--- src/rtl/fifo_wr_arbiter.sv ---
// Round-robin, packet-granular arbiter sharing one fifo write port between N_REQ producers.
// Each written beat is tagged with the ID of the producer that sourced it.
module fifo_wr_arbiter #(
  parameter int unsigned WIDTH    = 32,
  parameter int unsigned N_REQ    = 4,
  localparam int unsigned ID_WIDTH = $clog2(N_REQ)
) (
  input  logic                     clock,
  input  logic                     reset,
  input  logic [N_REQ-1:0]         req_valid,
  input  logic [N_REQ-1:0]         req_last,
  input  logic [N_REQ*WIDTH-1:0]   req_data,
  output logic [N_REQ-1:0]         req_ready,
  output logic [WIDTH-1:0]         fifo_wr_data,
  output logic [ID_WIDTH-1:0]      fifo_wr_id,
  output logic                     fifo_wr_en,
  input  logic                     fifo_full,
  output logic                     busy,
  output logic [ID_WIDTH-1:0]      owner
);

  localparam logic [0:0] ST_IDLE   = 1'b0;
  localparam logic [0:0] ST_LOCKED = 1'b1;

  logic [0:0]          state_q, state_d;
  logic [ID_WIDTH-1:0] owner_q, owner_d;
  logic [ID_WIDTH-1:0] last_grant_q, last_grant_d;

  logic [ID_WIDTH-1:0] winner;
  logic                winner_found;
  logic                own_valid;
  logic                own_last;
  logic [WIDTH-1:0]    own_data;

  // First requester scanning upward from last_grant+1, wrapping at N_REQ.
  always_comb begin
    winner       = '0;
    winner_found = 1'b0;
    for (int unsigned k = 1; k <= N_REQ; k++) begin
      logic [ID_WIDTH-1:0] idx;
      idx = ID_WIDTH'((32'(last_grant_q) + k) % N_REQ);
      if (!winner_found && req_valid[idx]) begin
        winner_found = 1'b1;
        winner       = idx;
      end
    end
  end

  // Select the owner's request lines.
  always_comb begin
    own_valid = 1'b0;
    own_last  = 1'b0;
    own_data  = '0;
    for (int unsigned i = 0; i < N_REQ; i++) begin
      if (owner_q == ID_WIDTH'(i)) begin
        own_valid = req_valid[i];
        own_last  = req_last[i];
        own_data  = req_data[i*WIDTH +: WIDTH];
      end
    end
  end

  // Write-port outputs; data and ID are zero whenever no beat is written.
  always_comb begin
    req_ready    = '0;
    fifo_wr_en   = 1'b0;
    fifo_wr_data = '0;
    fifo_wr_id   = '0;
    if (state_q == ST_LOCKED) begin
      for (int unsigned i = 0; i < N_REQ; i++) begin
        req_ready[i] = (owner_q == ID_WIDTH'(i)) && !fifo_full;
      end
      fifo_wr_en = own_valid && !fifo_full;
      if (fifo_wr_en) begin
        fifo_wr_data = own_data;
        fifo_wr_id   = owner_q;
      end
    end
  end

  // Next-state logic: grant in IDLE, release on the transferred last beat.
  always_comb begin
    state_d      = state_q;
    owner_d      = owner_q;
    last_grant_d = last_grant_q;
    case (state_q)
      ST_IDLE: begin
        if (winner_found) begin
          owner_d = winner;
          state_d = ST_LOCKED;
        end
      end
      ST_LOCKED: begin
        if (fifo_wr_en && own_last) begin
          state_d      = ST_IDLE;
          last_grant_d = owner_q;
        end
      end
      default: state_d = ST_IDLE;
    endcase
  end

  always_ff @(posedge clock) begin
    if (reset) begin
      state_q      <= ST_IDLE;
      owner_q      <= '0;
      last_grant_q <= ID_WIDTH'(N_REQ - 1);
    end else begin
      state_q      <= state_d;
      owner_q      <= owner_d;
      last_grant_q <= last_grant_d;
    end
  end

  assign busy  = (state_q == ST_LOCKED);
  assign owner = owner_q;

endmodule

--- config.mk ---
export PLATFORM = sky130hd
export DESIGN_NAME = fifo_wr_arbiter
export DESIGN_NICKNAME = d
export VERILOG_FILES = /design/src/rtl/fifo_wr_arbiter.sv
export SDC_FILE = /design/constraint.sdc
export NUM_CORES = 1
export LEC_CHECK = 0
export BUFFER_PORTS_ARGS = -buffer_cell sky130_fd_sc_hd__buf_2
export CAP_MARGIN = 20
export CORE_AREA = 2 2 70 72
export DETAILED_ROUTE_END_ITERATION = 8
export DIE_AREA = 0 0 72 74
export GPL_TIMING_DRIVEN = 0
export HOLD_SLACK_MARGIN = 0.08
export MAX_ROUTING_LAYER = met4
export PLACE_DENSITY = 0.81
export SLEW_MARGIN = 20
export SYNTH_ARGS = -nofsm -noshare
export SYNTH_HDL_FRONTEND = slang
export SYNTH_SLANG_ARGS = --single-unit
--- constraint.sdc ---
create_clock -name clock -period 2.4 [get_ports clock]
set_input_delay 0 -clock clock [delete_from_list [all_inputs] [get_ports clock]]
set_output_delay 0 -clock clock [all_outputs]
set_load 0.1 [all_outputs]
# ---- Yosys cells after proc, flatten, opt, wreduce, memory -nomap -nowiden
# Cells that the tools add are included.
dict set report totals {
  regBits 5
  input_bits 139
  wordCells 68
}
dict set report op_classes {
  n_eq_ne 3
  n_addsub 4
  n_bitwise 1
  muxes 37
  reduce_logical 16
  magnitude_cmp 4
}
# op n
set ops {}
lappend ops {{$mux W32} 6}
lappend ops {{$mux W1} 19}
lappend ops {{$lt A2 B3 Y1 const B} 4}
lappend ops {{$mux W2} 6}
lappend ops {{$logic_and A1 B1 Y1} 9}
lappend ops {{$bmux W1 S2} 4}
lappend ops {{$add A2 B1 Y2 const B} 2}
lappend ops {{$add A2 B2 Y2 const B} 2}
lappend ops {{$eq A2 B2 Y1 const B} 2}
lappend ops {{$logic_not A1 Y1} 4}
lappend ops {{$mux W4} 1}
lappend ops {{$reduce_and A2 Y1} 2}
lappend ops {{$eq A2 B1 Y1 const B} 1}
lappend ops {{$logic_not A2 Y1} 1}
lappend ops {{$pmux W1 S2} 1}
lappend ops {{$not A1 Y1} 1}

# ---- Depth between registers and ports, before layout
# Gate-level depths: netlist of the first run.
dict set report logic_depth {
  word_depth 15
  ltp_mapped 6
  mapped_depth_nobuf 5
}

# ---- Worst setup path before layout of the first run
# OpenSTA, ideal clock, no wires.
dict set report synth_path {
  path_kind {register to output}
  from {reg owner_q[1] (netlist: owner[1])}
  to {out req_ready[0]}
  arrival_time_ns 3.343
  path_stages_with_launch 5
  slack_ns -0.943
  cell_sequence {dfxtp_1 -> buf_4 -> buf_4 -> buf_2 -> nor3_1}
}
dict set report synth_via {
  elab_chain_cells 3
}
# element line_no
set synth_rtl {}
lappend synth_rtl {{from (decl)} 26} ;# logic [ID_WIDTH-1:0] owner_q, owner_d;
lappend synth_rtl {{from (signal assigned)} 110} ;# owner_q <= owner_d;
lappend synth_rtl {{$logic_not A2 Y1} 71} ;# req_ready[i] = (owner_q == ID_WIDTH'(i)) && !fifo_full;
lappend synth_rtl {{$logic_and A1 B1 Y1} 71}
lappend synth_rtl {{$mux W4} 69} ;# if (state_q == ST_LOCKED) begin
lappend synth_rtl {{to (decl)} 13} ;# output logic [N_REQ-1:0] req_ready,
# No other way between the ends.

# ---- Final worst setup path of the first run
dict set report layout_path {
  from {reg owner_q[0] (netlist: owner[0])}
  to {out fifo_wr_data[19]}
}
dict set report layout_via {
  elab_chain_cells 8
  word_cells_on_any_way 15
  classes_between {eq/ne: 3; mux: 10; reduce/logical: 2}
}
# element line_no
set layout_rtl {}
lappend layout_rtl {{$logic_not A2 Y1} 55} ;# if (owner_q == ID_WIDTH'(i)) begin
lappend layout_rtl {{$mux W1 (4 in series)} 55}
lappend layout_rtl {{$logic_and A1 B1 Y1} 73} ;# fifo_wr_en = own_valid && !fifo_full;
lappend layout_rtl {{$mux W32 *} 74} ;# if (fifo_wr_en) begin
lappend layout_rtl {{$mux W32 *} 69}
lappend layout_rtl {{to (decl)} 14} ;# output logic [WIDTH-1:0] fifo_wr_data,
# Mark *: on every way between the ends. The rest lies on a longest branch, timed or not.

==> results of run 1 <==
how the worst max path moves through the flow:
stage | startpoint | to | slack (ns) | cells after the start
3_3_place_gp | owner[0] | fifo_wr_data[19] | 0.57 | 6
2_1_floorplan | owner[0] | fifo_wr_data[13] | -0.27 | 5
6_report | owner[0] | fifo_wr_data[19] | 0.36 | 6
3_5_place_dp | owner[0] | fifo_wr_data[19] | 0.55 | 6
5_1_grt | owner[0] | fifo_wr_data[19] | 0.22 | 6
4_1_cts | owner[0] | fifo_wr_data[19] | 0.31 | 6
power by group through the flow:
stage / sequential [W] / clock [W] / combinational (W)
floorplan: 0.000127 / 0 / 0.000552
global route: 0.0000983 / 0.000171 / 0.000798
CTS: 0.0000977 / 0.000165 / 0.000767
finish: 0.0000978 / 0.000161 / 0.000760
detailed placement: 0.0000992 / 0 / 0.000764
global placement: 0.0000988 / 0 / 0.000748
what timing repair did:
item / in CTS / in global routing
hold buffers: 1 / 0
setup endpoints to repair: 0 / 0
hold endpoints to repair: 3 / 0
per-stage QoR:
step / setup WS [ns] / hold WS [ns] / power [W]
3_3_place_gp: 0.567 / 0.259 / 0.000847
2_1_floorplan: -0.265 / 0.0691 / 0.000679
3_5_place_dp: 0.548 / 0.253 / 0.000864
4_1_cts: 0.311 / 0.176 / 0.00103
5_1_grt: 0.223 / 0.201 / 0.00107
6_report: 0.362 / 0.183 / 0.00102
sequential cells by signal (all words and copies together) (netlist names):
register and count:
owner 2, busy 1, last_grant_q 2
worst max-delay path, cell delays in order, from the launching register on:
cell     delay [ns]
dfxtp_1        0.43
buf_6          0.22
a21oi_2        0.09
a21oi_4        0.32
buf_2          0.37
nor2b_2        0.08
buf_2          0.30
layer usage:
layer / vias to the layer above / track usage
li1: 880 / -
met1: 881 / 0.220
met2: 103 / 0.412
met3: 16 / 0.0298
met4: 0 / 0.0650
met5: - / -
final cells by class:
type	count	area [um2]	share of cell area
Sequential cell	5	100	0.0378
Multi-Input combinational cell	108	1400	0.527
Clock buffer	4	45.0	0.0170
Tap cell	54	67.6	0.0255
Inverter	5	18.8	0.00708
Buffer	12	111	0.0420
Timing Repair Buffer	181	911	0.344
kinds of logic after synthesis:
group / count (synthesis) / share of synthesized area
buffers and inverters: 17 / 0.0878
AND/OR/NAND/NOR: 60 / 0.250
flip-flops: 5 / 0.0676
multiplexers: 35 / 0.533
AO/OA/AOI/OAI: 13 / 0.0617
layout by cell type, fill, tap and decap left out:
cell           Yosys  final
nor2_4             0      1
nor2b_4            5     15
a21boi_0           1      1
a22oi_1            1      1
nor2b_1           31      2
nand2b_1           2      2
nor3_1             3      1
mux4_1             7      7
buf_4              4      4
nor3_2             0      2
dfxtp_1            5      5
a31oi_1            1      1
and4_1             1      1
nand3_1            1      1
mux4_2            26     26
o211ai_1           1      1
dlygate4sd3_1      0      1
nand2_1            5      5
clkbuf_1           1      2
o21ai_0            4      4
a21oi_1            1      1
nor2_1            11      8
nor2b_2            0     19
nor2_2             0      2
o22ai_1            2      2
clkbuf_8           0      3
buf_2              3    183
a21oi_4            1      1
buf_12             2      2
mux2i_1            2      2
buf_6              2      2
inv_1              5      5
a21oi_2            1      1
nor4_1             1      1
==> results by group, run 1 <==
CTS
  • Setup Buffers After CTS: 0
  • Clock Tree Buf Depth: 2
  • Clock Sinks: 5
  • CTS buffer count: 3
  • Skew-Pair Late Insertion Delay: around 0.23 ns
  • H-tree levels: 1
  • CTS tree: done
  • Reg clk slew, reported paths: about 0.04 ns
  • Clock Root Buffer: clkbuf_8
  • CTS resizes: 0

Synth
  • Post-synth top area cell: mux4_2
  • Mapped Nets: 269
  • Area share of the largest cell type after synthesis: 0.395
  • Most common cell in the netlist: nor2b_1
  • Syn Area/Cell: around 11 um2
  • Synth Warn #: 0
  • Mapped Cells: 130
  • Post-synth EDFFs: 0
  • Fraction of registers with async set/reset: 0
  • Register area share after synthesis: 0.0676
  • Distinct cells, synth: 28
  • Top cells by area, synth: mux4_2 (40%), nor2b_1 (13%), mux4_1 (12%)
  • Post-synth top cells: nor2b_1 (31), mux4_2 (26), nor2_1 (11)
  • Most common flop cell mapped by yosys: dfxtp_1
  • Mapped Area: 1480 um2
  • Synthesized flop and latch total: 5

Drt
  • WL/cell: 16.0 um
  • DR WL met2: ~3300 um
  • Final WL: roughly 5900 um
  • Top sig layer: met4
  • Wl on met1: between 2000 and 2500 um
  • Met3 routed WL: 378 um
  • DR pass1 iterations: 4
  • # DRC: 0
  • Initial DRC count: between 60 and 70
  • ANT nets after route: 0
  • Vias per Instance: 5.09
  • Via count: 1880

Finish
  • ANT cells: 0
  • Layout cells sized above 1: 0.829
  • Core Util, Final: 0.576
  • Syn-to-layout area delta: 78.9%
  • NumNets Final: about 460
  • Post-route cell area: roughly 2700 um2
  • # fillers: roughly 400
  • Fin cells: 369

Worst setup path
  • Worst R2R End: last_grant_q[0]
  • Worst path required time: 2.40 ns
  • Crit. End Element: output port
  • Worst setup path class: reg2out
  • Worst reg-to-reg path cell count: 5
  • Worst R2R Setup Slack: 0.99 ns
  • CP arrival: just over 2 ns
  • R2R Path Start: busy
  • Critical path startpoint category: flip-flop
  • Crit-path max FO: 10

Global route
  • Gr ovfl total: 0
  • Largest net degree at the start of global routing: 11
  • Antenna violations before repair: 0
  • GRT Util Overall: 0.212
  • Vias in the first global route: approximately 1900
  • First-pass GRT wire length: 8510 um

Floorplan
  • Chip width: 72 um
  • Initial Utilization: 0.322
  • Ports: 181
  • CORE AREA: ~4600 um2
  • Die Area: 5330 um2
  • Cell Rows: 25
  • Height of the die: between 70 and 80 um

Power
  • Power Density: 384 nW/um2
  • Pint: 0.000518 W
  • NetSw: approximately 0.00050 W
  • Maximum VDD drop: roughly 0.35 mV
  • Part of the power in registers: 0.096
  • Comb power frac: 0.746
  • Sw frac: 0.492
  • Leakage: 1.36 nW
  • Clock power frac: 0.158

Timing
  • Final setup viols: 0
  • Slew of the pin with the lowest slew margin: 0.565 ns
  • RSZ-0062 raised after global routing: no
  • Slew Limit Fails: 0
  • FMAX: 491 MHz
  • Worst clock skew: 0.00621 ns
  • Worst slew margin: 0.623
  • Final worst path period share: 0.849
  • TNS Setup: 0 ns
  • Final min period: 2.04 ns
  • Endpoints failing hold: 0

Worst hold path
  • Hold endpoint: owner[0]
  • Hold Crit Start: req_valid[0]
  • Hold Path Class: in2reg
  • Hold path cells: 4

Place
  • Final HPWL DP: a little over 5000 um
  • Port Buffers: 180
  • Area of placed instances: ~2600 um2
  • Cells after DPL: 364
  • Routability congestion estimate: 0.840

Run status
  • Status: finished, final reports clean

Run
  • Max-cap check violation count: 0
No activity file was read; power rests on OpenSTA's default activity.
==> inputs of run 2 (changes only) <==
--- a/config.mk
+++ b/config.mk
@@ -5,15 +5,17 @@
 export SDC_FILE = /design/constraint.sdc
 export NUM_CORES = 1
 export LEC_CHECK = 0
+export ABC_AREA = 1
 export BUFFER_PORTS_ARGS = -buffer_cell sky130_fd_sc_hd__buf_2
 export CAP_MARGIN = 20
-export CORE_AREA = 2 2 70 72
+export CORE_ASPECT_RATIO = 1.25
+export CORE_MARGIN = 2
+export CORE_UTILIZATION = 30
 export DETAILED_ROUTE_END_ITERATION = 8
-export DIE_AREA = 0 0 72 74
 export GPL_TIMING_DRIVEN = 0
 export HOLD_SLACK_MARGIN = 0.08
 export MAX_ROUTING_LAYER = met4
-export PLACE_DENSITY = 0.81
+export PLACE_DENSITY = 0.8
 export SLEW_MARGIN = 20
 export SYNTH_ARGS = -nofsm -noshare
 export SYNTH_HDL_FRONTEND = slang
==> constraint.sdc (replaced) <==
create_clock -name clock -period 1.69 [get_ports clock]
set_input_delay 0 -clock clock [delete_from_list [all_inputs] [get_ports clock]]
set_output_delay 0 -clock clock [all_outputs]
set_load 0.1 [all_outputs]
==> results by group, run 2 <==
Worst setup path
  • Worst path required time: 1.69 ns (-0.71 ns)
  • Critical path startpoint category: flip-flop
  • CP arrival: 1.86 ns (-0.18 ns)
  • Crit-path max FO: 6 (-4)
  • Crit. End Element: output port
  • Worst setup path class: reg2out
  • Worst R2R Setup Slack: 0.07 ns (-0.92 ns)

Timing
  • Final worst path period share: 1.10
  • FMAX: 538 MHz
  • Final min period: around 1.9 ns
  • Final setup viols: 34 (+34)
  • Slew Limit Fails: 0 (unchanged)
  • Worst slew margin: 0.677 (+0.0532)
  • WHS: 0.256 ns (+0.0729 ns)
  • Worst clock skew: 0.000400 ns (-0.00581 ns)
  • Worst Slack Setup Final: -0.170 ns (-0.532 ns)
  • Slew of the pin with the lowest slew margin: 0.488 ns (-0.0764 ns)
  • Endpoints failing hold: 0 (unchanged)
  • RSZ-0062 raised after global routing: yes

Synth
  • Mapped Cells: 267 (+110%)
  • Area share of the largest cell type after synthesis: 0.151 (-0.244)
  • Post-synth EDFFs: 0 (unchanged)
  • Distinct cells, synth: 27 (-3.6%)
  • Register area share after synthesis: 0.0695 (+0.00194)
  • Synth Warn #: 0 (unchanged)
  • Post-synth top cells: nand2_1 (58), nor2_1 (36), a21oi_1 (34)
  • Synthesized flop and latch total: 5 (unchanged)
  • Post-synth top area cell: nand2_1
  • Syn Area/Cell: 5.39 um2 (-53%)
  • Most common flop cell mapped by yosys: dfxtp_1
  • Fraction of registers with async set/reset: 0 (unchanged)
  • Top cells by area, synth: nand2_1 (15%), a21oi_1 (12%), a221oi_1 (11%)
  • Most common cell in the netlist: nand2_1
  • Mapped Nets: 406 (+51%)
  • Mapped Area: 1440 um2 (-2.8%)

Drt
  • WL/cell: 21.8 um (+36%)
  • Via count: 3117 (+66%)
  • ANT nets after route: 0 (unchanged)
  • Final WL: 11600 um (+97%)
  • # DRC: 0 (unchanged)
  • Initial DRC count: 218 (+230%)
  • Vias per Instance: 5.84 (+15%)
  • DR pass1 iterations: 5 (+1)

CTS
  • CTS buffer count: 3 (unchanged)
  • CTS tree: done
  • Clock Root Buffer: clkbuf_8
  • Reg clk slew, reported paths: 0.04 ns (about the same)
  • Skew-Pair Late Insertion Delay: 0.23 ns (about the same)
  • H-tree levels: 1 (unchanged)
  • Clock Sinks: 5 (unchanged)
  • Clock Tree Buf Depth: 2 (unchanged)

Floorplan
  • Cell Rows: 28 (+12%)
  • Initial Utilization: 0.307 (-0.0154)
  • Height of the die: 81.5 um (+10%)
  • Die Area: 5370 um2 (+0.87%)
  • Ports: 181 (unchanged)
  • Chip width: 66.0 um (-8.4%)
  • CORE AREA: 4690 um2 (+2.1%)

Power
  • Total chip power: 0.00333 W (+230%)
  • Clock power frac: 0.069 (-0.089)
  • Leakage: 1.79 nW (+31%)
  • Sw frac: 0.591 (+0.0993)
  • Pint: 0.00136 W (+160%)
  • Maximum VDD drop: 0.642 mV (+81%)
  • Part of the power in registers: 0.055 (-0.041)
  • Power Density: 828 nW/um2 (+120%)
  • Comb power frac: 0.876 (+0.130)
  • NetSw: 0.00197 W (+290%)

Global route
  • Gr ovfl total: 0 (unchanged)
  • Vias in the first global route: 2975 (+59%)
  • GRT Util Overall: 0.357 (+0.145)
  • Largest net degree at the start of global routing: 11 (unchanged)
  • Antenna violations before repair: 0 (unchanged)
  • First-pass GRT wire length: 14400 um (+70%)

Finish
  • # fillers: 263 (-35%)
  • NumNets Final: 613 (+35%)
  • Most common cell after layout, fill and taps aside: buf_2
  • Register area: 113 um2 (+13%)
  • Footprint of the multi-input gates: 1850 um2 (+32%)
  • Layout cells sized above 1: 0.700 (-0.129)
  • Most frequent cells in the layout: buf_2 (146), nand2_1 (56), buf_12 (35), nor2_1 (21), buf_4 (21)
  • Syn-to-layout area delta: 179%

Place
  • Worst slack, placed: -0.274 ns (-0.822 ns)
  • Final HPWL DP: 6270 um (+21%)
  • Routability congestion estimate: 0.837 (-0.35%)
  • Port Buffers: 180 (unchanged)

Run status
  • Status: complete, but fails checks
  • Failing checks: negative setup slack

Worst hold path
  • Hold Path Class: in2reg

Run
  • Max-cap check violation count: 0 (unchanged)
-- run 2: cell families (layout without fill, tap and decap cells) --
family,after synthesis,after routing,synth area share
AOI/OAI and AO/OA,106,106,0.448
other,0,1,0
and+or+nand+nor,118,118,0.351
buffers and inverters,38,244,0.131
DFF,5,5,0.0695
-- run 2: worst paths after layout --
path | cells after the start | start | endpoint
max | 9 | owner[0] | fifo_wr_data[1]
min | 6 | req_last[3] | busy
max reg2reg | 10 | owner[1] | last_grant_q[1]
min reg2reg | 2 | last_grant_q[1] | last_grant_q[1]
-- run 2: what timing repair did --
action / 4_1_cts / 5_1_grt
endpoints found under the hold margin: 5 / 0
setup buffers: 15 / 7
hold buffers: 1 / 0
gates cloned: 3 / 1
setup endpoints to repair: 37 / 40
resized for setup: 195 / 39
pin swaps: 6 / 8
-- run 2: per-layer routing --
metal	vias up	GRT usage	routed length, um
li1	1356	-	-
met1	1423	0.384	4120
met2	250	0.584	5650
met3	88	0.105	1050
met4	0	0.204	816
met5	-	-	0
-- run 2: layout make-up --
| cell class | instances | area share |
|---|---|---|
| well taps | 60 | 0.0187 |
| plain buffers | 18 | 0.0449 |
| inverters | 17 | 0.0221 |
| clock buffers | 4 | 0.0112 |
| diodes | 1 | 0.000623 |
| flip-flops and latches | 5 | 0.0280 |
| repair buffers | 205 | 0.414 |
| multi-input cells | 224 | 0.460 |
-- run 2: critical path, cell delays in order, from the launching register on --
cell     delay, ns
dfxtp_4       0.42
inv_6         0.06
buf_8         0.13
nor2_4        0.16
buf_6         0.18
nand2_1       0.07
nand3_1       0.09
o21ai_1       0.11
a21oi_4       0.19
buf_12        0.20
-- run 2: stage by stage --
step	instances	TNS, ns	area [um2]	utilization
finish	534	-2.86	4020	0.856
detailed placement	507	-7.10	2880	0.613
floorplan	267	-25.88	1900	-
CTS	528	-1.63	3830	0.816
global route	533	-4.44	4010	0.855
global placement	507	-6.33	2880	0.613
-- run 2: power by group through the flow --
stage | logic [W] | clock network [W] | registers [W]
3_5_place_dp | 0.00212 | 0 | 0.000162
6_report | 0.00291 | 0.000229 | 0.000184
5_1_grt | 0.00303 | 0.000239 | 0.000186
3_3_place_gp | 0.00209 | 0 | 0.000162
2_1_floorplan | 0.00159 | 0 | 0.000247
4_1_cts | 0.00266 | 0.000234 | 0.000180
